<file path="src/rtl/lc3_ctrl_pkg.sv">
// Shared opcode constants, memory-access state encoding and opcode class tests
// for the LC3 pipeline controller.
package lc3_ctrl_pkg;

  localparam logic [3:0] OpBr  = 4'd0;
  localparam logic [3:0] OpAdd = 4'd1;
  localparam logic [3:0] OpLd  = 4'd2;
  localparam logic [3:0] OpSt  = 4'd3;
  localparam logic [3:0] OpAnd = 4'd5;
  localparam logic [3:0] OpLdr = 4'd6;
  localparam logic [3:0] OpStr = 4'd7;
  localparam logic [3:0] OpNot = 4'd9;
  localparam logic [3:0] OpLdi = 4'd10;
  localparam logic [3:0] OpSti = 4'd11;
  localparam logic [3:0] OpJmp = 4'd12;
  localparam logic [3:0] OpLea = 4'd14;

  typedef enum logic [1:0] {
    MemRd   = 2'd0,
    MemInd  = 2'd1,
    MemWr   = 2'd2,
    MemIdle = 2'd3
  } mem_state_e;

  function automatic logic is_alu(logic [3:0] op);
    return op inside {OpAdd, OpAnd, OpNot, OpLea};
  endfunction

  function automatic logic is_load(logic [3:0] op);
    return op inside {OpLd, OpLdr, OpLdi};
  endfunction

  function automatic logic is_store(logic [3:0] op);
    return op inside {OpSt, OpStr, OpSti};
  endfunction

  function automatic logic is_ctrl(logic [3:0] op);
    return op inside {OpBr, OpJmp};
  endfunction

endpackage

</file>
<file path="src/rtl/lc3_pipe_controller_if.sv">
// Controller <-> datapath bundle: stage instructions and memory handshakes in,
// stage enables, bypass selects and memory sequencing out.
interface lc3_pipe_controller_if;
  logic        complete_instr;
  logic        complete_data;
  logic [15:0] IMem_dout;
  logic [15:0] IR;
  logic [15:0] IR_Exec;
  logic [2:0]  psr;
  logic        enable_updatePC;
  logic        enable_fetch;
  logic        enable_decode;
  logic        enable_execute;
  logic        enable_writeback;
  logic        br_taken;
  logic        bypass_alu_1;
  logic        bypass_alu_2;
  logic        bypass_mem_1;
  logic        bypass_mem_2;
  logic [1:0]  mem_state;
  logic        instrmem_rd;

  modport master (
    input  complete_instr, complete_data, IMem_dout, IR, IR_Exec, psr,
    output enable_updatePC, enable_fetch, enable_decode, enable_execute, enable_writeback,
    output br_taken, bypass_alu_1, bypass_alu_2, bypass_mem_1, bypass_mem_2,
    output mem_state, instrmem_rd
  );

  modport slave (
    output complete_instr, complete_data, IMem_dout, IR, IR_Exec, psr,
    input  enable_updatePC, enable_fetch, enable_decode, enable_execute, enable_writeback,
    input  br_taken, bypass_alu_1, bypass_alu_2, bypass_mem_1, bypass_mem_2,
    input  mem_state, instrmem_rd
  );
endinterface

</file>
<file path="src/rtl/lc3_bypass_unit.sv">
// Combinational operand forwarding: compares decode's source registers against
// the destination of the instruction sitting in execute's output register.
module lc3_bypass_unit
  import lc3_ctrl_pkg::*;
(
  input  logic        en,
  input  logic [15:0] ir,
  input  logic [15:0] ir_exec,
  output logic        bypass_alu_1,
  output logic        bypass_alu_2,
  output logic        bypass_mem_1,
  output logic        bypass_mem_2
);

  logic [3:0] op;
  logic [3:0] op_exec;
  logic [2:0] dst;
  logic [2:0] sr2;
  logic       sr1_used;
  logic       sr2_used;
  logic       hit_1;
  logic       hit_2;

  always_comb begin
    op       = ir[15:12];
    op_exec  = ir_exec[15:12];
    dst      = ir_exec[11:9];
    // Stores read their data register from the dst field.
    sr2      = is_store(op) ? ir[11:9] : ir[2:0];
    sr1_used = op inside {OpAdd, OpAnd, OpNot, OpLdr, OpStr, OpJmp};
    sr2_used = is_store(op) || ((op == OpAdd || op == OpAnd) && !ir[5]);
    hit_1    = en && sr1_used && (ir[8:6] == dst);
    hit_2    = en && sr2_used && (sr2 == dst);
    bypass_alu_1 = hit_1 && is_alu(op_exec);
    bypass_alu_2 = hit_2 && is_alu(op_exec);
    bypass_mem_1 = hit_1 && is_load(op_exec);
    bypass_mem_2 = hit_2 && is_load(op_exec);
  end

  logic unused_fields;
  assign unused_fields = ^{ir[4:3], ir_exec[8:0]};

endmodule

</file>
<file path="src/rtl/lc3_pipe_controller.sv">
// LC3 pipeline controller: startup ramp, branch bubbles, data-memory access
// sequencing and stage enables; forwarding lives in lc3_bypass_unit.
module lc3_pipe_controller
  import lc3_ctrl_pkg::*;
#(
  parameter int unsigned BR_BUBBLES = 2
) (
  input logic                  clock,
  input logic                  reset,
  lc3_pipe_controller_if.master bus
);

  localparam logic [1:0] BrLoad = 2'(BR_BUBBLES + 1);

  mem_state_e state_q;
  logic [1:0] start_q;
  logic [1:0] br_q;
  logic       served_q;

  logic [3:0] op_exec;
  logic       gstall;
  logic       mem_start;
  logic       hold;
  logic       trigger;
  logic       en_pc, en_f, en_d, en_e, en_w;
  logic       br_taken;

  always_comb begin
    op_exec   = bus.IR_Exec[15:12];
    gstall    = (state_q == MemIdle) && !bus.complete_instr;
    mem_start = (state_q == MemIdle) && !served_q && (is_load(op_exec) || is_store(op_exec));
    hold      = gstall || mem_start || (state_q != MemIdle);

    en_pc = 1'b1;
    en_f  = 1'b1;
    en_d  = (start_q != 2'd0);
    en_e  = (start_q >= 2'd2);
    en_w  = (start_q == 2'd3);
    case (br_q)
      2'd3: begin
        en_pc = 1'b0;
        en_f  = 1'b0;
        en_d  = 1'b0;
        en_e  = 1'b1;
      end
      2'd2: begin
        en_f = 1'b0;
        en_d = 1'b0;
        en_e = 1'b0;
      end
      2'd1: begin
        en_d = 1'b1;
        en_e = 1'b0;
        en_w = 1'b0;
      end
      default: ;
    endcase
    if (hold) begin
      en_pc = 1'b0;
      en_f  = 1'b0;
      en_d  = 1'b0;
      en_e  = 1'b0;
      en_w  = 1'b0;
    end

    trigger  = en_f && bus.complete_instr && is_ctrl(bus.IMem_dout[15:12]);
    br_taken = !hold && (br_q == 2'd2) &&
               ((op_exec == OpJmp) || ((op_exec == OpBr) && |(bus.IR_Exec[11:9] & bus.psr)));
  end

  always_ff @(posedge clock) begin
    if (reset) begin
      state_q  <= MemIdle;
      start_q  <= 2'd0;
      br_q     <= 2'd0;
      served_q <= 1'b0;
    end else begin
      case (state_q)
        MemIdle: begin
          if (mem_start) begin
            if (op_exec == OpLdi || op_exec == OpSti) state_q <= MemInd;
            else if (is_load(op_exec))               state_q <= MemRd;
            else                                     state_q <= MemWr;
          end else if (served_q && !gstall) begin
            // Clear only once the served instruction actually leaves execute.
            served_q <= 1'b0;
          end
        end
        MemInd: if (bus.complete_data) state_q <= is_load(op_exec) ? MemRd : MemWr;
        MemRd, MemWr: begin
          if (bus.complete_data) begin
            state_q  <= MemIdle;
            served_q <= 1'b1;
          end
        end
        default: state_q <= MemIdle;
      endcase
      if (!hold) begin
        if (start_q != 2'd3) start_q <= start_q + 2'd1;
        if (trigger)              br_q <= BrLoad;
        else if (br_q != 2'd0)    br_q <= br_q - 2'd1;
      end
    end
  end

  assign bus.enable_updatePC  = en_pc;
  assign bus.enable_fetch     = en_f;
  assign bus.enable_decode    = en_d;
  assign bus.enable_execute   = en_e;
  assign bus.enable_writeback = en_w;
  assign bus.instrmem_rd      = en_f;
  assign bus.br_taken         = br_taken;
  assign bus.mem_state        = state_q;

  lc3_bypass_unit u_bypass (
    .en           (en_e),
    .ir           (bus.IR),
    .ir_exec      (bus.IR_Exec),
    .bypass_alu_1 (bus.bypass_alu_1),
    .bypass_alu_2 (bus.bypass_alu_2),
    .bypass_mem_1 (bus.bypass_mem_1),
    .bypass_mem_2 (bus.bypass_mem_2)
  );

  logic unused_imem;
  assign unused_imem = ^bus.IMem_dout[11:0];

endmodule

</file>
<file path="src/flat_wrapper.sv">
// flat-port wrapper written by rule: the top's interface ports become plain ports
module lc3_pipe_controller_flat import lc3_ctrl_pkg::*;
#(
  parameter int unsigned BR_BUBBLES = 2
)
  (clock, reset, bus_complete_instr, bus_complete_data, bus_IMem_dout, bus_IR, bus_IR_Exec, bus_psr, bus_enable_updatePC, bus_enable_fetch, bus_enable_decode, bus_enable_execute, bus_enable_writeback, bus_br_taken, bus_bypass_alu_1, bus_bypass_alu_2, bus_bypass_mem_1, bus_bypass_mem_2, bus_mem_state, bus_instrmem_rd);
  lc3_pipe_controller_if bus_i ();
  input logic clock;
  input logic reset;
  input wire logic [$bits(bus_i.complete_instr)-1:0] bus_complete_instr;
  input wire logic [$bits(bus_i.complete_data)-1:0] bus_complete_data;
  input wire logic [$bits(bus_i.IMem_dout)-1:0] bus_IMem_dout;
  input wire logic [$bits(bus_i.IR)-1:0] bus_IR;
  input wire logic [$bits(bus_i.IR_Exec)-1:0] bus_IR_Exec;
  input wire logic [$bits(bus_i.psr)-1:0] bus_psr;
  output wire logic [$bits(bus_i.enable_updatePC)-1:0] bus_enable_updatePC;
  output wire logic [$bits(bus_i.enable_fetch)-1:0] bus_enable_fetch;
  output wire logic [$bits(bus_i.enable_decode)-1:0] bus_enable_decode;
  output wire logic [$bits(bus_i.enable_execute)-1:0] bus_enable_execute;
  output wire logic [$bits(bus_i.enable_writeback)-1:0] bus_enable_writeback;
  output wire logic [$bits(bus_i.br_taken)-1:0] bus_br_taken;
  output wire logic [$bits(bus_i.bypass_alu_1)-1:0] bus_bypass_alu_1;
  output wire logic [$bits(bus_i.bypass_alu_2)-1:0] bus_bypass_alu_2;
  output wire logic [$bits(bus_i.bypass_mem_1)-1:0] bus_bypass_mem_1;
  output wire logic [$bits(bus_i.bypass_mem_2)-1:0] bus_bypass_mem_2;
  output wire logic [$bits(bus_i.mem_state)-1:0] bus_mem_state;
  output wire logic [$bits(bus_i.instrmem_rd)-1:0] bus_instrmem_rd;
  assign bus_i.complete_instr = bus_complete_instr;
  assign bus_i.complete_data = bus_complete_data;
  assign bus_i.IMem_dout = bus_IMem_dout;
  assign bus_i.IR = bus_IR;
  assign bus_i.IR_Exec = bus_IR_Exec;
  assign bus_i.psr = bus_psr;
  assign bus_enable_updatePC = bus_i.enable_updatePC;
  assign bus_enable_fetch = bus_i.enable_fetch;
  assign bus_enable_decode = bus_i.enable_decode;
  assign bus_enable_execute = bus_i.enable_execute;
  assign bus_enable_writeback = bus_i.enable_writeback;
  assign bus_br_taken = bus_i.br_taken;
  assign bus_bypass_alu_1 = bus_i.bypass_alu_1;
  assign bus_bypass_alu_2 = bus_i.bypass_alu_2;
  assign bus_bypass_mem_1 = bus_i.bypass_mem_1;
  assign bus_bypass_mem_2 = bus_i.bypass_mem_2;
  assign bus_mem_state = bus_i.mem_state;
  assign bus_instrmem_rd = bus_i.instrmem_rd;
  lc3_pipe_controller #(.BR_BUBBLES(BR_BUBBLES)) u_core (.clock(clock), .reset(reset), .bus(bus_i));
endmodule
</file>
<file path="config.mk">
export PLATFORM = sky130hd
export DESIGN_NAME = lc3_pipe_controller_flat
export DESIGN_NICKNAME = d
export VERILOG_FILES = /design/src/rtl/lc3_ctrl_pkg.sv /design/src/rtl/lc3_pipe_controller_if.sv /design/src/rtl/lc3_bypass_unit.sv /design/src/rtl/lc3_pipe_controller.sv /design/src/flat_wrapper.sv
export SDC_FILE = /design/constraint.sdc
export NUM_CORES = 1
export LEC_CHECK = 0
export ABC_AREA = 1
export BUFFER_PORTS_ARGS = -buffer_cell sky130_fd_sc_hd__buf_2
export CAP_MARGIN = 20
export CELL_PAD_IN_SITES_DETAIL_PLACEMENT = 1
export CELL_PAD_IN_SITES_GLOBAL_PLACEMENT = 2
export CORE_UTILIZATION = 19
export CTS_CLUSTER_DIAMETER = 100
export DETAILED_ROUTE_END_ITERATION = 7
export PLACE_DENSITY = 0.9
export SLEW_MARGIN = 20
export SYNTH_ARGS = -nofsm -noshare
export SYNTH_HDL_FRONTEND = slang
export SYNTH_SLANG_ARGS = --single-unit
</file>
<file path="constraint.sdc">
create_clock -name clock -period 1.7 [get_ports clock]
set_input_delay 0.085 -clock clock [delete_from_list [all_inputs] [get_ports clock]]
set_output_delay 0.085 -clock clock [all_outputs]
set_load 0.02 [all_outputs]
</file>
Yosys cells after proc, flatten, opt, wreduce, memory -nomap -nowiden

Cells that the tools add are included.

Register bits: 7
Bits of input ports: 55
Output and inout bits: 13

Add/sub/neg operators: 2
Order comparisons: 1
Eq/ne operators: 36
Mux-type cells: 23
Bitwise gates (word level): 2
Reduce and logical (&&, ||, !) cells: 51

Operators by type and width:

| cell                                                                  | number |
|---|---|
| 4-bit equality test, second input constant                            | 9 |
| 4-bit by 3-bit equality test with 1-bit output, second input constant | 6 |
| 1-bit logical AND                                                     | 18 |
| 2-bit two-way mux                                                     | 7 |
| 4-bit by 2-bit equality test with 1-bit output, second input constant | 3 |
| 2-bit != test, second input constant                                  | 6 |
| 1-bit two-way mux                                                     | 11 |
| 2-bit equality test, second input constant                            | 5 |
| 2-bit nonzero test                                                    | 5 |
| 3-bit nonzero test                                                    | 3 |
| 4-bit by 1-bit equality test with 1-bit output, second input constant | 2 |
| 4-bit zero test                                                       | 2 |
| 1-bit logical OR                                                      | 7 |
| 3-bit equality test                                                   | 2 |
| 1-bit case mux with 2 select lines                                    | 3 |
| 2-bit case mux with 3 select lines                                    | 1 |
| 6-bit nonzero test                                                    | 1 |
| 2-bit OR reduction                                                    | 3 |
| 1-bit zero test                                                       | 5 |
| 2-bit by 1-bit equality test with 1-bit output, second input constant | 2 |
| 2-bit AND reduction                                                   | 2 |
| 4-bit AND reduction                                                   | 1 |
| 4-bit nonzero test                                                    | 1 |
| 3-bit AND                                                             | 1 |
| 9 further kinds                                                       | 9 |

Longest topological paths before layout

Word-level depth: 11
Gate-level depth with buffers: 9
Gate-level depth less buffers: 9

Modules after synthesis

From an unflattened synthesis, not the netlist that was laid out.

Cells, all modules: 147
Area, all modules: 898.4 um2

By module, submodules not included:

| module              | instances | cells an instance | area an instance (um2) |
|---|---|---|---|
| lc3_pipe_controller | 1         | 89                | 608.1 |
| lc3_bypass_unit     | 1         | 58                | 290.3 |

Least setup slack after synthesis

No wires, ideal clock.

Path type: flip-flop to output port
Start: register u_core.state_q[0], in the netlist u_core.bus.mem_state[0]
End: output port bus_instrmem_rd
Arrival time: 1759 ps
Required time: 1615 ps
Setup slack: -144 ps
Stages on the path, launching flop included: 8
Cells stage by stage: dfxtp_1 nand2_2 clkinv_2 nand2_4 nor2_8 inv_2 nor3_1 buf_4

Word-level cells in the longest chain between the ends: 6

RTL lines:

| item                            | RTL line                                             | text |
|---|---|---|
| start: declaration              | lc3_pipe_controller.sv:15                            | `mem_state_e state_q;` |
| start signal: assignment        | lc3_pipe_controller.sv:73                            | `state_q <= MemIdle;` |
| start signal: assignment        | lc3_pipe_controller.sv:81                            | `if (op_exec == OpLdi \|\| op_exec == OpSti) state_q <= MemInd;` |
| start signal: assignment        | lc3_pipe_controller.sv:82                            | `else if (is_load(op_exec)) state_q <= MemRd;` |
| 2-bit equality test             | lc3_pipe_controller.sv:30, lc3_pipe_controller.sv:31 |  |
| 1-bit logical AND (2 in series) | lc3_pipe_controller.sv:31                            | `mem_start = (state_q == MemIdle) && !served_q && (is_load(op_exec) \|\| is_store(op_exec));` |
| 1-bit logical OR                | lc3_pipe_controller.sv:32                            | `hold = gstall \|\| mem_start \|\| (state_q != MemIdle);` |
| 1-bit logical OR (*)            | lc3_pipe_controller.sv:32                            |  |
| 1-bit two-way mux (*)           | lc3_pipe_controller.sv:58                            | `if (hold) begin` |
| end: declaration                | flat_wrapper.sv:27                                   | `output wire logic [$bits(bus_i.instrmem_rd)-1:0] bus_instrmem_rd;` |

Every way passes the cells marked *; elsewhere a longest branch is shown, timed or not.

Worst setup path in the final report

Start: register u_core.state_q[1], in the netlist u_core.bus.mem_state[1]
End: output port bus_bypass_mem_2

Word-level cells in the longest chain between the ends: 9

RTL lines:

| item                                | RTL line                                             | text |
|---|---|---|
| 2-bit equality test                 | lc3_pipe_controller.sv:30, lc3_pipe_controller.sv:31 |  |
| 1-bit logical AND (2 in series)     | lc3_pipe_controller.sv:31                            |  |
| 1-bit logical OR                    | lc3_pipe_controller.sv:32                            |  |
| 1-bit logical OR (*)                | lc3_pipe_controller.sv:32                            |  |
| 1-bit two-way mux (*)               | lc3_pipe_controller.sv:58                            |  |
| 1-bit logical AND (*) (2 in series) | lc3_bypass_unit.sv:33                                | `hit_2 = en && sr2_used && (sr2 == dst);` |
| 1-bit logical AND (*)               | lc3_bypass_unit.sv:37                                | `bypass_mem_2 = hit_2 && is_load(op_exec);` |
| end: declaration                    | flat_wrapper.sv:25                                   | `output wire logic [$bits(bus_i.bypass_mem_2)-1:0] bus_bypass_mem_2;` |

Marked as above.

==> impl_metrics.py <==
metrics = {
    "run_status": {
        "status": "finished, final reports clean",
    },
    "timing": {
        "finClkSkew_ps": 2.860,
        "post-route-min-period_ps": 1623,
        "setup_violations": 0,
        "worst_slack_ps": 77.17,
        "drv_slew": 0,
        "relSlewSlack_pct": 78.81,
        "hold_viol": 0,
        "worst_slew_pin_slew_ps": 316.5,
        "rsz0062_at_grt": "yes",
        "timing.fmax_mhz": 616.2,
        "fin_crit_sh_pct": 95.46,
    },
    "drt": {
        "avgViaCountPerCell": 4.389,
        "routed-via-count": 1071,
        "post-route-drc-count": 0,
        "dr.pass1.iters": 3,
        "wirelength_mm": 2.570,
        "drt-wirelength-per-cell_um": 10.53,
        "drt-initial-drc-count": 8,
        "antenna_left": 0,
    },
    "yosys": {
        "synth.net_count": 204,
        "syn_inst": 142,
        "ys.warnings.count": 0,
        "yosys_most_used_dff": "dfxtp_1",
        "ys_types": 24,
        "synthTopCellsByCount": "nand2_1 (32), inv_1 (23), nor2_1 (22)",
        "synth_edf_count": 0,
        "ys_seq_elements": 7,
        "syn_area_um2": 864.6,
        "async_reset_ff_share_pct": 0,
        "synth_top_area_share_pct": 16.21,
        "ys_seq_area_share_pct": 16.21,
        "synth_area_per_cell_um2": 6.089,
        "yosysMostFrequentCell": "nand2_1",
        "synth.area.top_cells": "dfxtp_1 (16%), nand2_1 (14%), ha_1 (10%), inv_1 (10%), nor2_1 (9.6%)",
        "synth_top_cell_by_area": "dfxtp_1",
    },
    "placement": {
        "hpwlAfterDp_mm": 2.212,
        "numPortBuffers": 44,
        "post-place-ws_ps": 136.3,
        "place.gp.congestion": 0.7592,
    },
    "pwr": {
        "switching_share_pct": 46.49,
        "combPwrFrac_pct": 59.9,
        "seqPwrFrac_pct": 22.1,
        "ir_drop_mv": 0.5093,
        "p_int_mw": 0.6912,
        "p_leak_nw": 0.6873,
        "p_sw_mw": 0.6005,
        "power_density_nw_per_um2": 1020,
        "pwr-share-clk_pct": 18.0,
    },
    "die": {
        "design.core.area_um2": 4354,
        "pin_count": 68,
        "die_area_um2": 4824,
        "fp.dieW_um": 69.46,
        "dieHeight_um": 69.46,
        "rows": 24,
        "floorplan.initialDensity_pct": 19.86,
    },
    "critical_path": {
        "crit_path_start_kind": "flop",
        "cp_slowest_cell": "dfxtp_2",
        "end_kind": "primary output",
        "crit_start": "u_core.bus.mem_state[1]",
        "cp.required_ps": 1620,
        "worstPathArrival_ps": 1540,
        "crit_type": "reg -> out",
        "path_cells": "nand2_4 > inv_4 > nand2_4 > nor2_8 > nand4_1 > nor2_1 > nand2_1 > nor2_1 > buf_4",
        "crit_path_max_fanout": 8,
        "r2r-start": "u_core.bus.mem_state[0]",
        "slowest_delay_ps": 370,
        "path_delay_family": "simple AND/OR/NAND/NOR gates",
        "path_buf_inv": 2,
    },
    "clock_tree": {
        "cts.sinks": 7,
        "clk_pin_slew_ps": 40,
        "cts_hold_buffers": 0,
        "cts_root_buffer": "clkbuf_8",
        "htree_num_levels": 1,
        "clk_latency_ps": 230,
        "cts_tree": "built",
        "clock_path_buffers": 2,
        "cts_buffers": 3,
    },
    "worst_hold_path": {
        "hp-class": "in -> reg",
        "worstHoldStart": "reset",
    },
    "global_route": {
        "grt_usage_pct": 11.01,
        "grt_pass1_vias": 1042,
        "antenna_found_initial": 0,
        "grt_max_degree": 11,
        "overflow": 0,
        "grt_pass1_wl_mm": 4.340,
    },
    "layout": {
        "antenna_cells": 0,
        "fillers": 569,
        "utilization_pct": 29.08,
        "nets": 255,
        "area_growth_pct": 46.45,
        "final_layout_size_suffix_gt1_share_pct": 38.02,
    },
    "job": {
        "max-cap-violations": 0,
    },
}
[cell usage in the layout, fill, tap and decap left out, types with 2 or more instances in the layout]
| master | instances |
|---|---|
| buf_2 | 40 |
| nand2_1 | 32 |
| inv_1 | 22 |
| nor2_1 | 22 |
| a21oi_1 | 7 |
| o21ai_0 | 7 |
| buf_4 | 7 |
| o211ai_1 | 6 |
| nand4_1 | 5 |
| ha_1 | 5 |
| nand3_1 | 4 |
| inv_2 | 3 |
| or2_2 | 3 |
| nand3_2 | 3 |
| clkbuf_8 | 3 |
| dfxtp_2 | 3 |
| dfxtp_1 | 3 |
| nand2_4 | 2 |
| xor2_1 | 2 |
[worst reg2reg max path: cells and delay by family (launching register included)]
| kind | cells | cell delay [ps] |
|---|---|---|
| buffers and inverters | 1 | 140 |
| AO/OA/AOI/OAI | 1 | 120 |
| AND/OR/NAND/NOR | 6 | 590 |
| flip-flops | 1 | 380 |
[routing by layer]
metal / up-vias / routed length (um) / global-route usage [%]
li1: 557 / - / -
met1: 478 / 1164 / 13.70
met2: 29 / 1225 / 18.55
met3: 7 / 123 / 1.599
met4: 0 / 57 / 5.215
met5: - / 0 / 0
[layout make-up]
type                       count  area [um2]  share of cell area (%)
multi-input combinational    108       655.6                   51.78
timing repair buffer          47       252.7                   19.96
sequential                     7       147.6                   11.66
inverter                      26       100.1                   7.905
tap                           52       65.06                   5.138
clock buffer                   4       45.04                   3.557
[logic make-up (layout without fill, tap and decap cells)]
kind of cell             after synthesis  after routing  synth area share, %
adder cells (fa/ha/maj)                7              7                10.13
AND/OR/NAND/NOR                       77             77                44.43
XOR/XNOR                               2              2                2.026
AO/OA/AOI/OAI                         22             22                14.91
buffers and inverters                 27             77                12.30
flip-flops                             7              7                16.21
[through the flow]
stage	TNS (ps)	hold WS (ps)	instances	area (um2)	total power, mW
after floorplan	0	154.1	142	869.6	0.7721
after global placement	0	290.6	237	1147	0.9526
after detailed placement	0	293.6	237	1147	0.9642
after CTS	0	51.08	241	1201	1.210
after global routing	-113.4	54.77	244	1266	1.420
final	0	52.82	244	1266	1.292
[final timing paths]
check	to	slack, ps	cells after the start
worst max-delay path	bus_bypass_mem_2	80	9
worst min register to register	u_core.served_q	460	2
worst min-delay path	u_core.served_q	50	2
worst max register to register	u_core.br_q[0]	360	8
[state kept, by name, summed over array words and instances (netlist names)]
register and flops:
u_core.served_q 1, u_core.start_q 2, u_core.br_q 2, u_core.bus.mem_state 2
[power by group through the flow]
stage | Clock [mW] | Combinational, mW | Sequential, mW
detailed placement | 0 | 0.695 | 0.269
global route | 0.256 | 0.873 | 0.290
global placement | 0 | 0.684 | 0.269
CTS | 0.242 | 0.695 | 0.273
floorplan | 0 | 0.489 | 0.283
finish | 0.233 | 0.774 | 0.285
[repair_timing]
action / 4_1_cts / 5_1_grt
gates resized for setup: 5 / 12
pin swaps: 1 / 3
setup endpoints to repair: 5 / 6
buffers inserted: 0 / 3
(Power assumes the default switching activity.)
